==> src/rtl/round_robin_arbiter.sv <==
// Four-requester round-robin arbiter with registered one-hot grants.
// The requester granted most recently drops to lowest priority on the next cycle.
module round_robin_arbiter (
   input  logic clk,
   input  logic rst,
   input  logic req3,
   input  logic req2,
   input  logic req1,
   input  logic req0,
   output logic gnt3,
   output logic gnt2,
   output logic gnt1,
   output logic gnt0
);

   logic [1:0] r_ptr;
   logic [3:0] r_gnt;

   logic [3:0] w_req;
   logic       w_any;
   logic [1:0] w_win;
   logic [3:0] w_gnt_nxt;
   logic [1:0] w_ptr_nxt;

   assign w_req = {req3, req2, req1, req0};

   // Scan from the lowest-priority slot up, so the last hit is the highest-priority one.
   always_comb begin
      logic [1:0] v_idx;
      v_idx = 2'd0;
      w_any = 1'b0;
      w_win = 2'd0;
      for (int k = 3; k >= 0; k--) begin
         v_idx = r_ptr + 2'(k);
         if (w_req[v_idx]) begin
            w_any = 1'b1;
            w_win = v_idx;
         end
      end
   end

   always_comb begin
      w_gnt_nxt = 4'b0000;
      w_ptr_nxt = r_ptr;
      if (w_any) begin
         w_gnt_nxt = 4'b0001 << w_win;
         w_ptr_nxt = w_win + 2'd1;
      end
   end

   // With no requests the pointer holds, so priority survives idle cycles.
   always_ff @(posedge clk or negedge rst) begin
      if (!rst) begin
         r_ptr <= 2'd0;
         r_gnt <= 4'b0000;
      end else begin
         r_ptr <= w_ptr_nxt;
         r_gnt <= w_gnt_nxt;
      end
   end

   assign {gnt3, gnt2, gnt1, gnt0} = r_gnt;

endmodule

==> config.mk <==
export PLATFORM = sky130hd
export DESIGN_NAME = round_robin_arbiter
export DESIGN_NICKNAME = d
export VERILOG_FILES = /design/src/rtl/round_robin_arbiter.sv
export SDC_FILE = /design/constraint.sdc
export NUM_CORES = 1
export LEC_CHECK = 0
export BUFFER_PORTS_ARGS = -buffer_cell sky130_fd_sc_hd__buf_2
export CAP_MARGIN = 15
export CORE_AREA = 3 3 40 42
export CTS_CLUSTER_SIZE = 8
export DETAILED_ROUTE_END_ITERATION = 8
export DIE_AREA = 0 0 43 45
export GPL_TIMING_DRIVEN = 1
export PLACE_DENSITY_LB_ADDON = 0.12
export SLEW_MARGIN = 10
export SYNTH_ARGS = -nofsm -noshare
export SYNTH_HDL_FRONTEND = slang
export SYNTH_SLANG_ARGS = --single-unit
export TNS_END_PERCENT = 100
==> constraint.sdc <==
create_clock -name clk -period 1.9 [get_ports clk]
set_input_delay 0.095 -clock clk [delete_from_list [all_inputs] [get_ports clk]]
set_output_delay 0.095 -clock clk [all_outputs]
set_load 0.05 [all_outputs]
## Word-level counts from Yosys, hierarchy flattened

Cells that the tools add are included.

- Shifts and indexed selects: 1
- Order comparisons: 4
- Mux-type cells: 17
- Add/sub/neg operators: 4

Operator list:

| kind | number |
|---|---|
| 2-bit by 3-bit less-than comparator with 1-bit output (second input constant) | 4 |
| 1-bit binary-select mux with 2-bit select | 4 |
| 1-bit 2-to-1 mux | 8 |
| 2-bit 2-to-1 mux | 4 |
| 2-bit by 1-bit adder with 2-bit output (second input constant) | 2 |
| 2-bit adder (second input constant) | 2 |
| 4-bit 2-to-1 mux | 1 |
| 1-bit by 2-bit << shifter with 4-bit output (first input constant) | 1 |

- Output and inout bits: 4
- Word-level logic and storage cells: 28
- Input bits: 6
- Register bits after elaboration: 6

## Depth between registers and ports, before layout

- Word-level depth: 9
- Mapped depth: 4
- Depth with buffers taken out: 3

## Worst setup path before layout

OpenSTA, ideal clock, no wires.

- Path type: register -> register
- Start: reg r_ptr[1]
- End: reg r_ptr[1]
- Data required time: 1.776 ns
- Stages on the path, launching flop included: 4
- Buffers on the path: 0
- Setup time: 0.124 ns
- Clock period less this slack: 1.037 ns
- Slack: 0.863 ns
- Arrival: 0.913 ns
- Path through: dfrtp_1 -> nand2b_1 -> a32o_1 -> or2_1

- Word-level cells in the longest chain between the ends: 8
- Elaborated cells on any way between the ends: 20
- Those cells by class: add/sub (4); mux (16)

RTL lines:

| what | RTL line | source |
|---|---|---|
| start, declared | 16 | `logic [1:0] r_ptr;` |
| start signal, assigned | 57 | `r_ptr <= w_ptr_nxt;` |
| 2-bit adder | 34 | `v_idx = r_ptr + 2'(k);` |
| 1-bit binary-select mux with 2-bit select | 35 | `if (w_req[v_idx]) begin` |
| 1-bit 2-to-1 mux (not written as such) | 35 |  |
| 2-bit 2-to-1 mux (4 in a row) | 35 |  |
| 2-bit by 1-bit adder with 2-bit output | 47 | `w_ptr_nxt = w_win + 2'd1;` |

Parallel ways exist; a longest one is shown, timed or not. The select of a mux whose other input is x is not followed.
A chain may end at the register's enable or synchronous reset.

## Final worst setup path

Ends and elaborated chain as after synthesis.

==> flow_summary.html <==
<table>
<tr><th>Metric</th><th>Value</th></tr>
<tr><th colspan="2">STA</th></tr>
<tr><td>Final number of max-transition violations</td><td>0</td></tr>
<tr><td>Maximum frequency from static timing analysis</td><td>0.817 GHz</td></tr>
<tr><td>Count of final setup violators</td><td>0</td></tr>
<tr><td>Slew Limit Headroom</td><td>approximately four fifths</td></tr>
<tr><td>Hold violation total from the final report</td><td>0</td></tr>
<tr><td>Final setup TNS</td><td>0 ps</td></tr>
<tr><td>Period minus WS final</td><td>approximately 1200 ps</td></tr>
<tr><td>Ratio of final minimum period to clock period</td><td>approximately 64%</td></tr>
<tr><td>Hold slack</td><td>130 ps</td></tr>
<tr><td>RSZ-0062 raised after global routing</td><td>no</td></tr>
<tr><td>Clock Skew</td><td>roughly 6.5 ps</td></tr>
<tr><td>Worst-margin pin slew</td><td>309 ps</td></tr>
<tr><th colspan="2">Critical path</th></tr>
<tr><td>Kind of capture point of the worst setup path</td><td>register</td></tr>
<tr><td>Startpoint-to-endpoint class of the critical path</td><td>reg2reg</td></tr>
<tr><td>Endpoint required time on the critical path</td><td>~2000 ps</td></tr>
<tr><td>Launching element type of the critical path</td><td>register</td></tr>
<tr><td>Max Fanout on Critical Path</td><td>12</td></tr>
<tr><td>Depth of the worst register-to-register path</td><td>3</td></tr>
<tr><td>Timing endpoint of the critical path</td><td>r_ptr[1]</td></tr>
<tr><td>RR Startpoint</td><td>r_ptr[1]</td></tr>
<tr><td>Start point of the critical path</td><td>r_ptr[1]</td></tr>
<tr><td>Worst reg2reg path endpoint</td><td>r_ptr[1]</td></tr>
<tr><td>Flop2flop setup slack</td><td>approximately 680 ps</td></tr>
<tr><td>Worst EP arrival</td><td>between 1000 and 1500 ps</td></tr>
<tr><th colspan="2">Clocking</th></tr>
<tr><td>Root buf cell</td><td>sky130_fd_sc_hd__clkbuf_4</td></tr>
<tr><td>Number of resized instances in the post-cts repair step</td><td>0</td></tr>
<tr><td>CTS H-Tree Depth</td><td>1</td></tr>
<tr><td>Clock Pin Slew Worst Setup and Hold Paths</td><td>roughly 50 ps</td></tr>
<tr><td>Max clock buf depth</td><td>2</td></tr>
<tr><td>TritonCTS buffer count</td><td>3</td></tr>
<tr><td>TritonCTS clock tree</td><td>built</td></tr>
<tr><td>Num Clock Sinks</td><td>6</td></tr>
<tr><td>Source-to-sink clock delay at the later pin of the worst-skew pair</td><td>240 ps</td></tr>
<tr><th colspan="2">Global routing</th></tr>
<tr><td>All-layer global routing usage</td><td>a little under a tenth</td></tr>
<tr><td>Met1 Usage GRT</td><td>between 10% and 20%</td></tr>
<tr><td>Largest net degree at the start of global routing</td><td>13</td></tr>
<tr><td>Met3 Usage GRT</td><td>4.78%</td></tr>
<tr><td>Total overflow reported by the global router</td><td>0</td></tr>
<tr><td>Wire length of the first global-routing pass</td><td>about 1.2 mm</td></tr>
<tr><td>GRT Max-Usage Layer</td><td>met1</td></tr>
<tr><td>Number of global-route vias before repair</td><td>roughly 280</td></tr>
<tr><td>Antenna violations before repair</td><td>0</td></tr>
<tr><td>GR Util met2</td><td>between 10% and 20%</td></tr>
<tr><th colspan="2">Layout</th></tr>
<tr><td>Share of cells above drive strength 1</td><td>between 20 and 30%</td></tr>
<tr><td>Register area</td><td>150 um2</td></tr>
<tr><td>Synthesis-to-finish area growth</td><td>23.2%</td></tr>
<tr><td>Number of nets in the finished design</td><td>55</td></tr>
<tr><td>Area used by multi-input combinational logic</td><td>~170 um2</td></tr>
<tr><td>Antenna diode instance count</td><td>0</td></tr>
<tr><td>Most common cell after layout, fill and taps aside</td><td>sky130_fd_sc_hd__buf_2</td></tr>
<tr><td>Highest-count cells in the layout ignoring fill and taps</td><td>9 x sky130_fd_sc_hd__buf_2, 6 x sky130_fd_sc_hd__dfrtp_1, 4 x sky130_fd_sc_hd__a21oi_1, 4 x sky130_fd_sc_hd__o21ai_0</td></tr>
<tr><td>Layout fillers</td><td>about 140</td></tr>
<tr><td>Finished Layout Cells</td><td>62</td></tr>
<tr><th colspan="2">Placement</th></tr>
<tr><td>Post-DP HPWL</td><td>~550 um</td></tr>
<tr><td>Number of port buffers</td><td>9</td></tr>
<tr><td>Routability congestion estimate from global placement</td><td>around 0.8</td></tr>
<tr><td>Placed cells</td><td>between 50 and 60</td></tr>
<tr><th colspan="2">Pwr</th></tr>
<tr><td>Cell internal power dissipation</td><td>0.346 mW</td></tr>
<tr><td>Combinational power share</td><td>about 44%</td></tr>
<tr><td>Power share of the clock group</td><td>between 10% and 20%</td></tr>
<tr><td>Max IR drop VDD</td><td>roughly 400 uV</td></tr>
<tr><td>Fraction of power spent switching nets</td><td>approximately 45%</td></tr>
<tr><td>Power per cell area</td><td>about 1500 nW/um2</td></tr>
<tr><td>Switching Power</td><td>0.279 mW</td></tr>
<tr><td>Portion of total power attributed to sequential cells</td><td>37.0%</td></tr>
<tr><td>Power Total</td><td>between 0.6 and 0.7 mW</td></tr>
<tr><td>Static leakage</td><td>0.214 nW</td></tr>
<tr><th colspan="2">Detailed routing</th></tr>
<tr><td>Post-detailed-route count of antenna-violating nets</td><td>0</td></tr>
<tr><td>Routed wire length per instance</td><td>between 10 and 15 um</td></tr>
<tr><td>Drt first-iter violations</td><td>6</td></tr>
<tr><td>Total Wirelength</td><td>757 um</td></tr>
<tr><td>Vias</td><td>just over 300</td></tr>
<tr><td>Routed via count divided by cell count</td><td>around 5.0</td></tr>
<tr><td># DRC</td><td>0</td></tr>
<tr><td>First-pass detailed-route iteration total</td><td>4</td></tr>
<tr><th colspan="2">Min path</th></tr>
<tr><td>HP Class</td><td>in2reg</td></tr>
<tr><th colspan="2">Die</th></tr>
<tr><td>Cell Rows</td><td>13</td></tr>
<tr><td>Core area</td><td>1280 um2</td></tr>
<tr><td>Die W</td><td>43 um</td></tr>
<tr><td>Starting utilization of the core area</td><td>approximately a quarter</td></tr>
<tr><td>Die Height</td><td>around 45 um</td></tr>
<tr><td>Number of top-level design ports</td><td>10</td></tr>
<tr><td>Area enclosed by the die boundary</td><td>1940 um2</td></tr>
<tr><th colspan="2">Status</th></tr>
<tr><td>Run status</td><td>completed</td></tr>
<tr><th colspan="2">Logic synthesis</th></tr>
<tr><td>Yosys warning count</td><td>0</td></tr>
<tr><td>FFs w/ async S/R, synth</td><td>100%</td></tr>
<tr><td>Count of distinct cell types in the synthesized netlist</td><td>20</td></tr>
<tr><td>Post-synthesis instance area</td><td>about 340 um2</td></tr>
<tr><td>Yosys reg bits</td><td>6</td></tr>
<tr><td>Most used flip-flop cell after synthesis</td><td>sky130_fd_sc_hd__dfrtp_1</td></tr>
<tr><td>Portion of the post-synthesis area used by sequential elements</td><td>between 40% and 50%</td></tr>
<tr><td>Number of instances in the synthesized netlist</td><td>37</td></tr>
<tr><td>Post-synthesis average cell area</td><td>around 9 um2</td></tr>
<tr><td>Mapped Nets</td><td>43</td></tr>
<tr><td>EDFF count, synth</td><td>0</td></tr>
<tr><th colspan="2">Flow run</th></tr>
<tr><td>Max capacitance violation total</td><td>0</td></tr>
</table>
power by group through the flow:
stage,Sequential [mW],Clock [mW],Combinational [mW]
5_1_grt,0.238,0.130,0.301
4_1_cts,0.229,0.124,0.277
6_report,0.231,0.118,0.276
3_5_place_dp,0.231,0,0.274
3_3_place_gp,0.230,0,0.272
2_1_floorplan,0.292,0,0.157
worst max-delay path, stage by stage, from the launching register on:
cell and delay (ps):
sky130_fd_sc_hd__dfrtp_1 480, sky130_fd_sc_hd__nand2b_1 190, sky130_fd_sc_hd__a32o_1 250, sky130_fd_sc_hd__or2_1 190
area by class of cell:
class / count / area share [%]
Clock buffer: 3 / 5.39
Inverter: 1 / 0.898
Multi-Input combinational cell: 27 / 40.1
Sequential cell: 6 / 35.9
Tap cell: 15 / 4.49
Timing Repair Buffer: 10 / 13.2
metal layers:
metal  part of all wire [%]  vias up
met5                      0        -
met4                    1.3        0
met3                     12        2
met2                     40       19
met1                     46      134
li1                       -      155
state kept, by name (all words and copies together) (netlist names):
name and cells:
r_gnt 4, r_ptr 2
cells in the mapped netlist, drive strengths merged, types with 2 or more instances:
cell / instances / area share [%]
nor2: 3 / 3.3
dfrtp: 6 / 44
o211a: 2 / 5.9
o21ai: 4 / 5.9
nand2b: 3 / 5.5
nand2: 2 / 2.2
a21oi: 4 / 5.9
buf: 2 / 3.7
through the flow:
| stage | setup slack [ps] | area (um2) | utilization (%) |
|---|---|---|---|
| 4_1_cts | 683 | 418 | 32.5 |
| 3_3_place_gp | 705 | 385 | 30.0 |
| 2_1_floorplan | 863 | 339 | - |
| 6_report | 676 | 418 | 32.5 |
| 5_1_grt | 607 | 418 | 32.5 |
| 3_5_place_dp | 687 | 385 | 30.0 |
worst min path at each step:
stage,depth (start not counted),startpoint,end
6_report,2,req3,r_ptr[0]
3_3_place_gp,1,rst,r_gnt[3]
5_1_grt,2,req3,r_ptr[0]
3_5_place_dp,1,rst,r_gnt[2]
2_1_floorplan,0,rst,r_gnt[0]
4_1_cts,2,req3,r_ptr[0]
timing repair:
action                    in CTS  in global routing
hold buffers                   1                  0
hold endpoints to repair       6                  0
buffers inserted               0                  0
kinds of logic after synthesis:
family | Yosys count | share of synthesized area (%)
AOI/OAI and AO/OA | 17 | 34.7
and+or+nand+nor | 10 | 14.8
DFF | 6 | 44.3
buffers and inverters | 4 | 6.27
No activity file was read; power rests on OpenSTA's default activity.
